$ cat src/rtl/ahb_cls_subordinate.sv
// ahb_cls_subordinate: AHB-Lite front end for the ASL classifier core.
// Decodes the register map and pixel windows, forwards pixel writes and start
// requests to the core, and latches completion/result for software polling.
module ahb_cls_subordinate #(
  parameter logic [31:0] BASE_ADDR = 32'h8000_0000,
  parameter int          PIX_AW    = 10,
  parameter int          RES_W     = 8
) (
  input  logic              clk,
  input  logic              reset,
  input  logic              ahb_hsel_i,
  input  logic [31:0]       ahb_haddr_i,
  input  logic              ahb_hwrite_i,
  input  logic [2:0]        ahb_hsize_i,
  input  logic [1:0]        ahb_htrans_i,
  input  logic [31:0]       ahb_hwdata_i,
  input  logic              ahb_hready_i,
  output logic              ahb_hreadyout_o,
  output logic              ahb_hresp_o,
  output logic [31:0]       ahb_hrdata_o,
  output logic              pix_we_o,
  output logic [1:0]        pix_ch_o,
  output logic [PIX_AW-1:0] pix_addr_o,
  output logic [7:0]        pix_data_o,
  output logic              core_start_o,
  output logic [7:0]        core_dim_o,
  input  logic              core_done_i,
  input  logic [RES_W-1:0]  core_result_i
);

  typedef enum logic [1:0] {S_IDLE, S_ERR1, S_ERR2} state_t;
  typedef enum logic [2:0] {R_CTRL, R_CFG, R_STATUS, R_RESULT, R_PIX, R_NONE} region_t;

  state_t              state, state_nxt;
  region_t             ap_region, dp_region;
  logic                accept, ap_err;
  logic                dp_vld, dp_write;
  logic [1:0]          dp_ch;
  logic [PIX_AW-1:0]   dp_addr;
  logic [7:0]          cfg_dim;
  logic                busy, done;
  logic [RES_W-1:0]    result;
  logic                start_acc, pix_acc, cfg_acc;
  logic [15:0]         off;
  logic                unused_ok;

  // hsize is decoded by the bus but irrelevant here; only byte 0 of hwdata matters
  assign unused_ok = &{1'b0, ahb_hsize_i, ahb_hwdata_i[31:8]};

  assign off    = ahb_haddr_i[15:0];
  assign accept = ahb_hsel_i & ahb_htrans_i[1] & ahb_hready_i;

  // Data-phase side effects, qualified by the registered address phase
  assign start_acc = dp_vld & dp_write & (dp_region == R_CTRL) & ahb_hwdata_i[0] & ~busy;
  assign pix_acc   = dp_vld & dp_write & (dp_region == R_PIX);
  assign cfg_acc   = dp_vld & dp_write & (dp_region == R_CFG);

  // Address-phase decode and error classification. A start being taken this
  // cycle counts as busy so a pixel write right behind it is rejected.
  always_comb begin
    ap_region = R_NONE;
    if (off == 16'h0000)                                    ap_region = R_CTRL;
    else if (off == 16'h0004)                               ap_region = R_CFG;
    else if (off == 16'h1000)                               ap_region = R_STATUS;
    else if (off == 16'h1004)                               ap_region = R_RESULT;
    else if (off[15:12] == 4'h2 && off[11:10] != 2'b11)     ap_region = R_PIX;
    ap_err = (ahb_haddr_i[31:16] != BASE_ADDR[31:16]) || (ap_region == R_NONE) ||
             (ahb_hwrite_i && (ap_region == R_STATUS || ap_region == R_RESULT)) ||
             (ahb_hwrite_i && ap_region == R_PIX && (busy || start_acc));
  end

  // Register the accepted address phase; rejected transfers never reach data phase
  always_ff @(posedge clk) begin
    if (reset) begin
      dp_vld    <= 1'b0;
      dp_write  <= 1'b0;
      dp_region <= R_NONE;
      dp_ch     <= 2'd0;
      dp_addr   <= '0;
    end else begin
      dp_vld <= accept & ~ap_err;
      if (accept) begin
        dp_write  <= ahb_hwrite_i;
        dp_region <= ap_region;
        dp_ch     <= ahb_haddr_i[11:10];
        dp_addr   <= ahb_haddr_i[PIX_AW-1:0];
      end
    end
  end

  // Error FSM state register
  always_ff @(posedge clk) begin
    if (reset) state <= S_IDLE;
    else       state <= state_nxt;
  end

  // Error FSM next state and two-cycle ERROR response outputs
  always_comb begin
    state_nxt       = state;
    ahb_hreadyout_o = 1'b1;
    ahb_hresp_o     = 1'b0;
    case (state)
      S_IDLE: if (accept && ap_err) state_nxt = S_ERR1;
      S_ERR1: begin
        ahb_hreadyout_o = 1'b0;
        ahb_hresp_o     = 1'b1;
        state_nxt       = S_ERR2;
      end
      S_ERR2: begin
        ahb_hresp_o = 1'b1;
        state_nxt   = (accept && ap_err) ? S_ERR1 : S_IDLE;
      end
      default: state_nxt = S_IDLE;
    endcase
  end

  // Control/status registers; an accepted start outranks a same-cycle completion
  always_ff @(posedge clk) begin
    if (reset) begin
      cfg_dim      <= 8'd0;
      busy         <= 1'b0;
      done         <= 1'b0;
      result       <= '0;
      core_start_o <= 1'b0;
    end else begin
      core_start_o <= start_acc;
      if (cfg_acc) cfg_dim <= ahb_hwdata_i[7:0];
      if (core_done_i) result <= core_result_i;
      if (start_acc) begin
        busy <= 1'b1;
        done <= 1'b0;
      end else if (core_done_i) begin
        busy <= 1'b0;
        done <= 1'b1;
      end
    end
  end

  // Pixel write strobe one cycle after the data phase; payload held until next write
  always_ff @(posedge clk) begin
    if (reset) begin
      pix_we_o   <= 1'b0;
      pix_ch_o   <= 2'd0;
      pix_addr_o <= '0;
      pix_data_o <= 8'd0;
    end else begin
      pix_we_o <= pix_acc;
      if (pix_acc) begin
        pix_ch_o   <= dp_ch;
        pix_addr_o <= dp_addr;
        pix_data_o <= ahb_hwdata_i[7:0];
      end
    end
  end

  // Read data mux; write-only locations read as zero
  always_comb begin
    ahb_hrdata_o = 32'd0;
    if (dp_vld && !dp_write) begin
      case (dp_region)
        R_CFG:    ahb_hrdata_o = {24'd0, cfg_dim};
        R_STATUS: ahb_hrdata_o = {30'd0, busy, done};
        R_RESULT: ahb_hrdata_o = 32'(result);
        default:  ahb_hrdata_o = 32'd0;
      endcase
    end
  end

  assign core_dim_o = cfg_dim;

endmodule

$ cat config.mk
export PLATFORM = sky130hd
export DESIGN_NAME = ahb_cls_subordinate
export DESIGN_NICKNAME = d
export VERILOG_FILES = /design/src/rtl/ahb_cls_subordinate.sv
export SDC_FILE = /design/constraint.sdc
export NUM_CORES = 1
export LEC_CHECK = 0
export ABC_AREA = 1
export CAP_MARGIN = 10
export CORE_MARGIN = 2
export CORE_UTILIZATION = 39
export CTS_CLUSTER_DIAMETER = 60
export DETAILED_ROUTE_END_ITERATION = 10
export PLACE_DENSITY = 0.8
export SLEW_MARGIN = 20
export SYNTH_ARGS = -nofsm -noshare
export SYNTH_HDL_FRONTEND = slang
export SYNTH_SLANG_ARGS = --single-unit
export TNS_END_PERCENT = 10
$ cat constraint.sdc
create_clock -name clk -period 2.1 [get_ports clk]
set_clock_uncertainty 0.15 [all_clocks]
set_input_delay 0.63 -clock clk [delete_from_list [all_inputs] [get_ports clk]]
set_output_delay 0.63 -clock clk [all_outputs]
set_load 0.05 [all_outputs]
-- Word level (Yosys, flattened, before mapping)
Index checks and enable logic that the tools add are counted.
- flip-flop bits (word level): 59
- bits in read-only memories: 0
- latch bits: 0
- memories kept: 0
- bits of input ports: 83
- RAM bits: 0
- logic and storage cells: 75
- div/mod/pow operators: 0
- shifts and indexed selects: 0
- add/sub/neg operators: 0
- bitwise gates (word level): 11
- equality and inequality tests: 17
- muxes and demuxes: 14
- $lt $le $gt $ge: 0
- reduce and logical (&&, ||, !) cells: 18
- multiply operators: 0
- operators by type and width (kind ; count):
    16-bit by 13-bit == test with 1-bit output, second input constant ; 2
    8-bit one-hot mux with 3 select lines ; 1
    16-bit by 3-bit == test with 1-bit output, second input constant ; 1
    16-bit zero test ; 1
    16-bit inequality test, second input constant ; 1
    3-bit by 2-bit == test with 1-bit output, second input constant ; 4
    3-bit 2-to-1 mux ; 4
    1-bit bitwise AND ; 9
    3-bit == test, second input constant ; 3
    8-bit 2-to-1 mux ; 1
    1-bit logical AND ; 6
    1-bit 2-to-1 mux ; 6
    2-bit one-hot mux with 3 select lines ; 1
    1-bit logical OR ; 5
    4-bit by 2-bit == test with 1-bit output, second input constant ; 1
    2-bit inequality test, second input constant ; 2
    2-bit OR reduction ; 2
    3-bit by 1-bit == test with 1-bit output, second input constant ; 1
    3-bit zero test ; 1
    2-bit by 1-bit == test with 1-bit output, second input constant ; 1
    2-bit == test, second input constant ; 1
    2-bit zero test ; 1
    2-bit 2-to-1 mux ; 1
    1-bit NOT ; 2
    other kinds (2) ; 2

-- Logic depth before layout (Yosys ltp)
Gate-level depths: netlist of run 1.
- depth in word-level cells: 15
- mapped depth: 12
- gate-level depth less buffers: 12

-- Worst setup path before layout of run 1
No wires, ideal clock.
- path kind: reg-to-output
- start: register dp_region[1]
- end: output ahb_hrdata_o[2]
- stages on the path, launching flop included: 5
- data required time: 1.320 ns
- buffers on the path: 0
- path slack: -0.224 ns
- data arrival time: 1.544 ns
- cell sequence: dfxtp_1 inv_1 nor3_2 a22oi_1 nor2_1
- longest elaborated chain between the ends: 3
- elaborated cells on any way between the ends: 5
- classes of those cells: eq/ne (3); mux (2)
- RTL lines (element ; RTL line ; RTL):
    start, declared ; 35 ; region_t ap_region, dp_region;
    start signal, assigned ; 84 ; dp_region <= ap_region;
    3-bit by 2-bit == test with 1-bit output or 3-bit by 1-bit == test with 1-bit output (tied branches) ; 160 ; case (dp_region)
    8-bit one-hot mux with 3 select lines * ; 160 ;
    8-bit 2-to-1 mux * ; 159 ; if (dp_vld && !dp_write) begin
    end, declared ; 20 ; output logic [31:0] ahb_hrdata_o,
Every way passes the cells marked *; elsewhere a longest branch is shown, timed or not.

-- Worst setup path after layout of run 1
- start: register dp_region[0]
- end: output ahb_hrdata_o[7]
The elaborated chain is that of the path after synthesis.

==> run metrics, run 1 <==
outcome=finished, violations left; failing checks=setup timing; CTS Root Cell=clkbuf_8; Hold Fails Final Rpt=0; Num CTS Buffers=9; die area=0.00764 mm2; Setup-failing EPs final=8; Power Dens Cells=668 mW/mm2; Comb pwr share=0.151; MaxCap Viol Count=0; share of synthesized cell area in and, or, nand and nor gates=0.233; unrepaired setup endpoints after global routing=yes; Sink Count=59; switching portion of total power=0.271; sequential area share after synthesis=0.435; # hold bufs at CTS=0; Critical Path Source Type=flip-flop; Final period util=1.11; min Tclk post-route=2.32 ns; Ant. Diodes=0; worst-path fanout max=6; Crit Path Class=flip-flop to primary output; Seq pwr share=0.427; CP required=1.32 ns; final net count=557; nature of the critical path endpoint=primary output; initial core utilization=0.402; first-pass GRT wire length=11,500 um; CTS H-tree lvls=3; hold slack=0.302 ns; Congestion Overflow GR=0; YS warnings=0; DR vias/cell=4.86; Netlist Area Pre-Place=0.00272 mm2; Placed Cells=529; post-synthesis adder-cell area fraction=0.0230; drt wl/cell=13.1 um; Vias=2,691; Final HPWL DP=5060 um; r2r startpoint=dp_region[0]$_SDFFE_PP1P_; largest buffer count on any clock path=2; Clock Power Share=0.422; initial antenna violation count=0; Post-synth EDFFs=0; largest net degree at the start of global routing=52; core area=0.00676 mm2; main combinational cell family by area after synthesis=simple AND/OR/NAND/NOR gates; Post-synth ARST share=0; synthesized instance count=358; die width=87.4 um; Int Pwr=2.00 mW; Chip Height=87.4 um; Psw=0.742 mW; Remaining DRCs=0; Lkg Pwr=1.76 nW; 1st-pass router iterations=5; Compound-Gate Fraction of Synth Area=0.172; CTS tree=done; Area Overhead vs Synth=51.3%; Reg2Reg Setup Slack=0.39 ns; GP Congestion=0.814; worst setup margin=-0.221 ns; Seq cells post-synth=59; fmax=431 MHz; maximum vdd ir drop=0.388 mV; I/O Pins=147; mux contribution to synthesized area=0; xor/xnor cell area share of the yosys netlist=0; Cell Count, Final, Fillers Out=554; Cell Rows=30; crit path from=dp_region[0]$_SDFFE_PP1P_; Slew Viols, Final=0; final core occ=0.608; length in cells of the worst reg-to-reg path=9; layout cell share with drive strength beyond 1=0.249; final wirelength=7260 um; # fillers=558; worst min path class=flip-flop to flip-flop; DRT iter0 DRCs=127; CP arrival=1.54 ns; Tot GR Track Use=0.192; clk_lat worst skew=0.33 ns; crit path to=ahb_hrdata_o[7]; Most used DFF post-synth=dfxtp_1; port buffer count=94; Clock transition at path regs=0.07 ns; worst reg2reg path endpoint=pix_data_o[0]$_SDFFE_PP0P_; Synth cell types=32; Routed Antenna Nets=0; Power, Total=2.74 mW; number of global-route vias before repair=2,527; Avg Cell Area, Syn=7.58 um2
==> cell usage in the layout (no fill, tap or decap), types with 3 or more instances in the layout <==
master and count:
a22oi_1 4, inv_1 25, conb_1 24, a21oi_1 26
nand2_1 22, nand3_1 6, dfxtp_4 3, clkbuf_8 9
inv_2 4, nand2_2 6, nor2_2 8, buf_4 47
nand3_2 4, nand4_1 3, dfxtp_1 55, ha_1 4
clkdlybuf4s50_1 54, buf_12 11, o21ai_0 48, nor2_1 75
==> routing by layer <==
metal  vias to the layer above  GRT usage  share of wire
li1                       1340          -              -
met3                        19     0.0474          0.064
met2                       100      0.334           0.52
met1                      1232      0.218           0.38
met4                         0     0.0951          0.032
met5                         -          0              0
==> state kept, by name, summed over array words and instances (netlist names) <==
name          flops
dp_addr          10
pix_addr_o       10
core_dim_o        8
pix_data_o        8
result            8
dp_region         3
dp_ch             2
pix_ch_o          2
state             2
busy              1
core_start_o      1
done              1
dp_vld            1
dp_write          1
pix_we_o          1
==> how the worst min path moves through the flow <==
| stage | start | endpoint | slack [ns] | cells after the start |
|---|---|---|---|---|
| 2_1_floorplan | dp_addr[0]$_SDFFE_PP0P_ | dp_addr[0]$_SDFFE_PP0P_ | 0.28 | 2 |
| 3_3_place_gp | dp_addr[0]$_SDFFE_PP0P_ | pix_addr_o[0]$_SDFFE_PP0P_ | 0.28 | 2 |
| 3_5_place_dp | dp_addr[0]$_SDFFE_PP0P_ | dp_addr[0]$_SDFFE_PP0P_ | 0.29 | 2 |
| 4_1_cts | dp_addr[0]$_SDFFE_PP0P_ | dp_addr[0]$_SDFFE_PP0P_ | 0.30 | 2 |
| 5_1_grt | dp_ch[0]$_SDFFE_PP0P_ | dp_ch[0]$_SDFFE_PP0P_ | 0.32 | 2 |
| 6_report | dp_addr[2]$_SDFFE_PP0P_ | dp_addr[2]$_SDFFE_PP0P_ | 0.30 | 2 |
==> synth_stat cells, types with 4 or more instances <==
cell / count / area (um2)
a21oi_1: 26 / 130
a22oi_1: 6 / 45.0
buf_4: 26 / 195
clkbuf_1: 7 / 26.3
dfxtp_1: 59 / 1180
ha_1: 5 / 62.6
inv_1: 28 / 105
nand2_1: 26 / 97.6
nand3_1: 7 / 35.0
nor2_1: 81 / 304
nor2_2: 4 / 25.0
o21ai_0: 48 / 240
==> what timing repair did <==
item | CTS | global route
endpoints found under the setup margin | 9 | 10
pin swaps | 6 | 5
endpoints found under the hold margin | 0 | 0
gates resized for setup | 20 | 5
buffers inserted | 8 | 2
==> area by class of cell <==
type	count	area, um2	area share
clock inverter	7	101	0.0247
tap	80	100	0.0244
clock buffer	9	124	0.0302
sequential	59	1190	0.291
inverter	32	125	0.0305
timing repair buffer	114	1140	0.277
multi-input combinational	253	1330	0.323
==> through the flow <==
| step | TNS [ns] | cell area [um2] | worst slack (ns) |
|---|---|---|---|
| 3_5_place_dp | -0.603 | 3730 | -0.231 |
| 6_report | -1.47 | 4110 | -0.221 |
| 2_1_floorplan | -0.0886 | 2820 | -0.0177 |
| 4_1_cts | -1.31 | 4070 | -0.184 |
| 5_1_grt | -2.03 | 4110 | -0.284 |
| 3_3_place_gp | -0.391 | 3730 | -0.171 |
==> power groups by stage <==
stage | Sequential [mW] | Combinational (mW) | Clock [mW]
6_report | 1.17 | 0.414 | 1.16
5_1_grt | 1.17 | 0.448 | 1.23
4_1_cts | 1.17 | 0.401 | 1.18
3_5_place_dp | 1.19 | 0.386 | 0
3_3_place_gp | 1.19 | 0.379 | 0
2_1_floorplan | 1.19 | 0.261 | 0
==> critical path, stage by stage, from the launching register on <==
cell and delay [ns]:
dfxtp_2 0.36, inv_4 0.06, nor3_4 0.22, buf_6 0.16, a22oi_2 0.09, nor2_2 0.16, buf_12 0.16
==> cells by family after synthesis <==
family	count (synthesis)
flops	59
fa+ha+maj	5
other cells	1
simple gates	137
compound gates	87
buf+inv	69
No activity file was read; power rests on OpenSTA's default activity.
==> inputs of run 2 (changes only) <==
--- a/config.mk
+++ b/config.mk
@@ -5,13 +5,12 @@
 export SDC_FILE = /design/constraint.sdc
 export NUM_CORES = 1
 export LEC_CHECK = 0
-export ABC_AREA = 1
 export CAP_MARGIN = 10
 export CORE_MARGIN = 2
 export CORE_UTILIZATION = 39
 export CTS_CLUSTER_DIAMETER = 60
 export DETAILED_ROUTE_END_ITERATION = 10
-export PLACE_DENSITY = 0.8
+export PLACE_DENSITY = 0.81
 export SLEW_MARGIN = 20
 export SYNTH_ARGS = -nofsm -noshare
 export SYNTH_HDL_FRONTEND = slang
==> run 2 against run 1 <==
Net effect:
- the flow still finishes with violations (setup timing)
- sequential power hardly changed
- power down 2.1%
- non-clock buffer count grew 2
- synthesized cell count decreased by 8.7%
- synthesized area fell by 2.2%
- maximum frequency is 3.5% higher
- core utilization rose by 0.12 points
- combinational power shrank 11%
- largest cell class unchanged
- routed wire length is 9.5% lower
- clock-buffer cell count is the same
- first-iteration DRC count decreased by 28%
- setup slack improved by 0.079 ns
==> run metrics, run 2 <==
Post-synth ARST share=0 (unchanged); CTS Root Cell=clkbuf_8 (unchanged); Crit Path Class=flip-flop to primary output (unchanged); Hold Path End=pix_addr_o[4]$_SDFFE_PP0P_ (was dp_addr[2]$_SDFFE_PP0P_); unrepaired setup endpoints after global routing=yes (unchanged); drt wl/cell=12.6 um (was 13.1 um); Crit path depth=5 (was 6); worst-path cell chain=or2b_4 > nor2_4 > nand2_8 > nor2_4 > buf_12 (was inv_4 > nor3_4 > buf_6 > a22oi_2 > nor2_2 > buf_12); Synth cell types=36 (was 32); largest buffer count on any clock path=2 (unchanged); first-pass GRT wire length=10,600 um (was 11,500 um); worst min path class=flip-flop to flip-flop (unchanged); commonest cells after routing, fill and taps aside=nand2_1, dfxtp_1, clkdlybuf4s50_1, buf_4, a21oi_1 (was nor2_1, dfxtp_1, clkdlybuf4s50_1); Seq cells post-synth=59 (unchanged); CTS tree=done (unchanged); I/O Pins=147 (unchanged); Setup-failing EPs final=9 (was 8); die area=0.00748 mm2 (was 0.00764 mm2); Area Overhead vs Synth=53.3% (was 51.3%); initial antenna violation count=0 (unchanged); Lkg Pwr=1.58 nW (was 1.76 nW); Reg2Reg Setup Slack=0.26 ns (was 0.39 ns); Power Dens Cells=660 mW/mm2 (was 668 mW/mm2); ranking of synthesized cells by area=dfxtp_1, nand2_1, a21oi_1 (was dfxtp_1, nor2_1, o21ai_0); Netlist Area Pre-Place=0.00266 mm2 (was 0.00272 mm2); worst-path fanout max=6 (unchanged); r2r startpoint=dp_region[0]$_SDFFE_PP1P_ (unchanged); Cell Rows=30 (unchanged); Num CTS Buffers=9 (unchanged); largest net degree at the start of global routing=33 (was 52); Largest stage delay, worst path=0.32 ns (was 0.36 ns); CP required=1.32 ns (about the same); Remaining DRCs=0 (unchanged); Critical Path Source Type=flip-flop (unchanged); YS warnings=0 (unchanged); commonest non-fill, non-tap cell in the layout=nand2_1 (was nor2_1); CP delay by family, top=simple AND/OR/NAND/NOR gates (was buffers and inverters); Clock transition at path regs=0.07 ns (about the same); CP arrival=1.46 ns (was 1.54 ns); Worst Hold Depth=2 (unchanged); initial core utilization=0.397 (was 0.402); Ant. Diodes=0 (unchanged); maximum vdd ir drop=0.351 mV (was 0.388 mV); Final period util=1.07 (was 1.11); hold path startpoint=dp_addr[4]$_SDFFE_PP0P_ (was dp_addr[2]$_SDFFE_PP0P_); MaxCap Viol Count=0 (unchanged); fmax=446 MHz (was 431 MHz); Chip Height=86.5 um (was 87.4 um); GP Congestion=0.866 (was 0.814); pre-CTS setup slack=-0.439 ns (was -0.231 ns); Avg Cell Area, Syn=8.12 um2 (was 7.58 um2); core area=0.00668 mm2 (was 0.00676 mm2); biggest regs=dp_addr: 10 flops, pix_addr_o: 10 flops (unchanged); worst reg2reg path endpoint=state[0]$_SDFFE_PP0P_ (was pix_data_o[0]$_SDFFE_PP0P_); slowest stage cell, crit path=dfxtp_2 (unchanged); Routed Antenna Nets=0 (unchanged); count of buffer and inverter cells on the critical path=1 (was 3); layout cell share with drive strength beyond 1=0.247 (was 0.249); failing checks=setup timing (unchanged); Post-CTS Setup Inserts=0 (was 8); DP Area=0.00377 mm2 (was 0.00373 mm2); DRT iter0 DRCs=92 (was 127); clk_lat worst skew=0.34 ns (was 0.33 ns); Final HPWL DP=4980 um (was 5060 um); worst setup margin=-0.141 ns (was -0.221 ns); most common cell in the netlist=nand2_1 (was nor2_1); crit path from=dp_vld$_SDFF_PP0_ (was dp_region[0]$_SDFFE_PP1P_); crit-path most repeated cell=nor2_4; Most used DFF post-synth=dfxtp_1 (unchanged); length in cells of the worst reg-to-reg path=6 (was 9); Cell Count, Final, Fillers Out=521 (was 554); CTS H-tree lvls=3 (unchanged); Vias=2,504 (was 2,691); Post-Layout Inst Area=0.00407 mm2 (was 0.00411 mm2); number of global-route vias before repair=2,371 (was 2,527); 1st-pass router iterations=4 (was 5); top-area cell type share of the netlist area=0.445 (was 0.435); final net count=524 (was 557); setup tns final=-1.09 ns (was -1.47 ns); Congestion Overflow GR=0 (unchanged); Placed Cells=505 (was 529); nature of the critical path endpoint=primary output (unchanged); Post-synth EDFFs=0 (unchanged); Sink Count=59 (unchanged); die width=86.5 um (was 87.4 um); Hold Fails Final Rpt=0 (unchanged); Slew Viols, Final=0 (unchanged); Tot GR Track Use=0.179 (was 0.192); DR vias/cell=4.81 (was 4.86); outcome=finished, violations left (unchanged); sequential area share after synthesis=0.445 (was 0.435); synthesized instance count=327 (was 358); leading area contributor after synthesis=dfxtp_1 (unchanged); top cells by count, synth=nand2_1, dfxtp_1, a21oi_1 (was nor2_1, dfxtp_1, o21ai_0); final wirelength=6570 um (was 7260 um); port buffer count=94 (unchanged); min Tclk post-route=2.24 ns (was 2.32 ns)
run 2: cell families after synthesis:
| logic type | after synthesis | share of synthesized area |
|---|---|---|
| AND/OR/NAND/NOR | 146 | 0.254 |
| multiplexers | 18 | 0.0693 |
| AO/OA/AOI/OAI | 54 | 0.110 |
| buffers and inverters | 44 | 0.0975 |
| adder cells (fa/ha/maj) | 5 | 0.0236 |
| other | 1 | 0.00141 |
| flip-flops | 59 | 0.445 |
run 2: cell type report:
| type | instances | area (um2) |
|---|---|---|
| sequential | 59 | 1190 |
| tap | 80 | 100 |
| clock inverter | 7 | 101 |
| clock buffer | 9 | 124 |
| multi-input combinational | 247 | 1430 |
| timing repair buffer | 116 | 1110 |
| inverter | 3 | 11.3 |
| fill | 573 | 2610 |
run 2: worst register-to-register path: cells and delay by family (launching register included):
| kind | cells | cell delay (ns) |
|---|---|---|
| AND/OR/NAND/NOR | 1 | 0.08 |
| buffers and inverters | 1 | 0.25 |
| AO/OA/AOI/OAI | 3 | 0.56 |
| multiplexers | 1 | 0.33 |
| flip-flops | 1 | 0.41 |
run 2: routing by layer:
metal | vias up | GRT usage | part of all wire
met5 | - | 0 | 0
met4 | 0 | 0.0582 | 0.0087
met3 | 9 | 0.0667 | 0.077
met2 | 92 | 0.293 | 0.48
met1 | 1137 | 0.219 | 0.43
li1 | 1266 | - | -
run 2: power by group:
part	internal (mW)	total (mW)	switching, mW	leakage [nW]
Combinational	0.158	0.370	0.212	0.997
Clock	0.675	1.16	0.485	0.106
Sequential	1.14	1.16	0.0159	0.481
Total	1.97	2.69	0.712	1.58
run 2: metrics by stage:
| step | hold WS, ns | utilization | total power, mW |
|---|---|---|---|
| floorplan | 0.282 | - | 1.41 |
| global placement | 0.290 | 0.564 | 1.54 |
| detailed placement | 0.297 | 0.564 | 1.54 |
| CTS | 0.308 | 0.606 | 2.70 |
| global route | 0.316 | 0.609 | 2.78 |
| finish | 0.306 | 0.609 | 2.69 |
run 2: how the worst max path moves through the flow:
stage,to,slack (ns)
final,ahb_hrdata_o[2],-0.14
after global routing,ahb_hrdata_o[2],-0.22
after CTS,ahb_hrdata_o[2],-0.19
after detailed placement,state[0]$_SDFFE_PP0P_,-0.44
after global placement,state[0]$_SDFFE_PP0P_,-0.41
after floorplan,ahb_hrdata_o[0],-0.05
run 2: what timing repair did:
item / 4_1_cts / 5_1_grt
hold buffers: 0 / 0
resized for setup: 16 / 7
endpoints found under the setup margin: 10 / 13
pin swaps: 4 / 4
==> inputs of run 3 (changes only) <==
--- a/config.mk
+++ b/config.mk
@@ -11,6 +11,7 @@
 export CTS_CLUSTER_DIAMETER = 60
 export DETAILED_ROUTE_END_ITERATION = 10
 export PLACE_DENSITY = 0.81
+export SKIP_LAST_GASP = 1
 export SLEW_MARGIN = 20
 export SYNTH_ARGS = -nofsm -noshare
 export SYNTH_HDL_FRONTEND = slang
==> run 3 against run 2 <==
Net effect:
- the run still ends with setup timing left
- maximum frequency fell by 0.94%
- critical path type unchanged
- sequential power barely moved
- die area did not move
- non-clock buffer count rose by 1
- setup slack got worse by 0.021 ns
- highest routed layer unchanged
- final cell count rose by 0.19%
- clock power barely moved
- largest cell class unchanged
- combinational power fell by 2%
- power fell by 0.54%
==> run metrics, run 3 (synthesis gave the netlist of run 2 again) <==
# fillers=577 (was 573); CTS tree=done (unchanged); drt wl/cell=12.6 um (about the same); crit path from=dp_vld$_SDFF_PP0_ (unchanged); Cell Rows=30 (unchanged); core area=0.00668 mm2 (unchanged); area of the multi-input gates=0.00141 mm2 (was 0.00143 mm2); Cell Count, Final, Fillers Out=522 (was 521); CTS Root Cell=clkbuf_8 (unchanged); Critical Path Source Type=flip-flop (unchanged); largest buffer count on any clock path=2 (unchanged); register area=0.00119 mm2 (about the same); min Tclk post-route=2.26 ns (was 2.24 ns); DP Area=0.00377 mm2 (unchanged); final net count=525 (was 524); largest net degree at the start of global routing=33 (unchanged); worst-path fanout max=6 (unchanged); worst setup margin=-0.162 ns (was -0.141 ns); Power Dens Cells=661 mW/mm2 (was 660 mW/mm2); CP required=1.32 ns (about the same); Vias=2,514 (was 2,504); MaxCap Viol Count=0 (unchanged); Remaining DRCs=0 (unchanged); biggest regs=dp_addr: 10 flops, pix_addr_o: 10 flops (unchanged); Slew Viols, Final=0 (unchanged); port buffer count=94 (unchanged); Clock transition at path regs=0.07 ns (about the same); outcome=finished, violations left (unchanged); Sink Count=59 (unchanged); final wirelength=6590 um (was 6570 um); initial core utilization=0.397 (unchanged); Crit Path Class=flip-flop to primary output (unchanged); layout cell share with drive strength beyond 1=0.235 (was 0.247); Chip Height=86.5 um (unchanged); commonest cells after routing, fill and taps aside=nand2_1, dfxtp_1, clkdlybuf4s50_1, buf_4, a21oi_1 (unchanged); Routed Antenna Nets=0 (unchanged); setup tns final=-1.19 ns (was -1.09 ns); Lkg Pwr=1.58 nW (about the same); initial antenna violation count=0 (unchanged); Congestion Overflow GR=0 (unchanged); fmax=442 MHz (was 446 MHz); Hold Fails Final Rpt=0 (unchanged); Final period util=1.08 (was 1.07); GP Congestion=0.866 (unchanged); Tot GR Track Use=0.180 (was 0.179); Final HPWL DP=4980 um (unchanged); maximum vdd ir drop=0.349 mV (was 0.351 mV); nature of the critical path endpoint=primary output (unchanged); pre-CTS setup slack=-0.439 ns (unchanged); r2r startpoint=dp_write$_SDFFE_PP0P_ (was dp_region[0]$_SDFFE_PP1P_); die width=86.5 um (unchanged); DRT iter0 DRCs=81 (was 92); DR vias/cell=4.82 (was 4.81); unrepaired setup endpoints after global routing=yes (unchanged); commonest non-fill, non-tap cell in the layout=nand2_1 (unchanged); Ant. Diodes=0 (unchanged); CTS H-tree lvls=3 (unchanged); 1st-pass router iterations=4 (unchanged); first-pass GRT wire length=10,600 um (about the same); Area Overhead vs Synth=52.4% (was 53.3%); failing checks=setup timing (unchanged); I/O Pins=147 (unchanged); Power, Total=2.67 mW (was 2.69 mW); hold path startpoint=dp_addr[4]$_SDFFE_PP0P_ (unchanged); CP arrival=1.48 ns (was 1.46 ns); worst min path class=flip-flop to flip-flop (unchanged); clk_lat worst skew=0.34 ns (about the same); Setup-failing EPs final=10 (was 9); die area=0.00748 mm2 (unchanged); number of global-route vias before repair=2,369 (was 2,371); Placed Cells=505 (unchanged); Num CTS Buffers=9 (unchanged); # hold bufs at CTS=0 (unchanged); Post-Layout Inst Area=0.00405 mm2 (was 0.00407 mm2)
run 3: final cells by class:
class,count,area share
clock buffer,9,0.0306
clock inverter,7,0.0251
inverter,3,0.00278
multi-input combinational,247,0.347
sequential,59,0.294
tap,80,0.0247
timing repair buffer,117,0.276
run 3: final timing paths:
kind	end	slack [ns]	cells after the start
setup / recovery	ahb_hrdata_o[2]	-0.16	5
hold / removal	pix_addr_o[4]$_SDFFE_PP0P_	0.31	2
setup reg to reg	pix_data_o[5]$_SDFFE_PP0P_	0.26	6
hold reg to reg	pix_addr_o[4]$_SDFFE_PP0P_	0.31	2
run 3: power by group:
group | switching, mW | internal, mW | total (mW)
combinational | 0.209 | 0.155 | 0.364
sequential | 0.0157 | 1.14 | 1.16
clock | 0.477 | 0.675 | 1.15
total | 0.701 | 1.97 | 2.67
run 3: per-layer routing:
metal  track usage  routed length (um)  vias to the layer above
li1              -                   -                     1264
met1         0.221                2800                     1144
met2         0.293                3170                       97
met3        0.0667                 558                        9
met4        0.0582                  51                        0
met5             0                   0                        -
run 3: metrics by stage:
stage | hold slack (ns) | util
6_report | 0.306 | 0.605
5_1_grt | 0.316 | 0.605
4_1_cts | 0.308 | 0.604
3_5_place_dp | 0.297 | 0.564
3_3_place_gp | 0.290 | 0.564
2_1_floorplan | 0.282 | -
run 3: timing repair:
action,CTS,global route
endpoints found under the setup margin,10,13
setup buffers,0,1
pin swaps,2,3
endpoints found under the hold margin,0,0
gates resized for setup,10,1
run 3: critical path, cell delays in order (launching register included):
cell and delay, ns:
dfxtp_2 0.32, or2b_4 0.28, nor2_4 0.14, nand2_8 0.11, nor2_4 0.15, buf_12 0.14
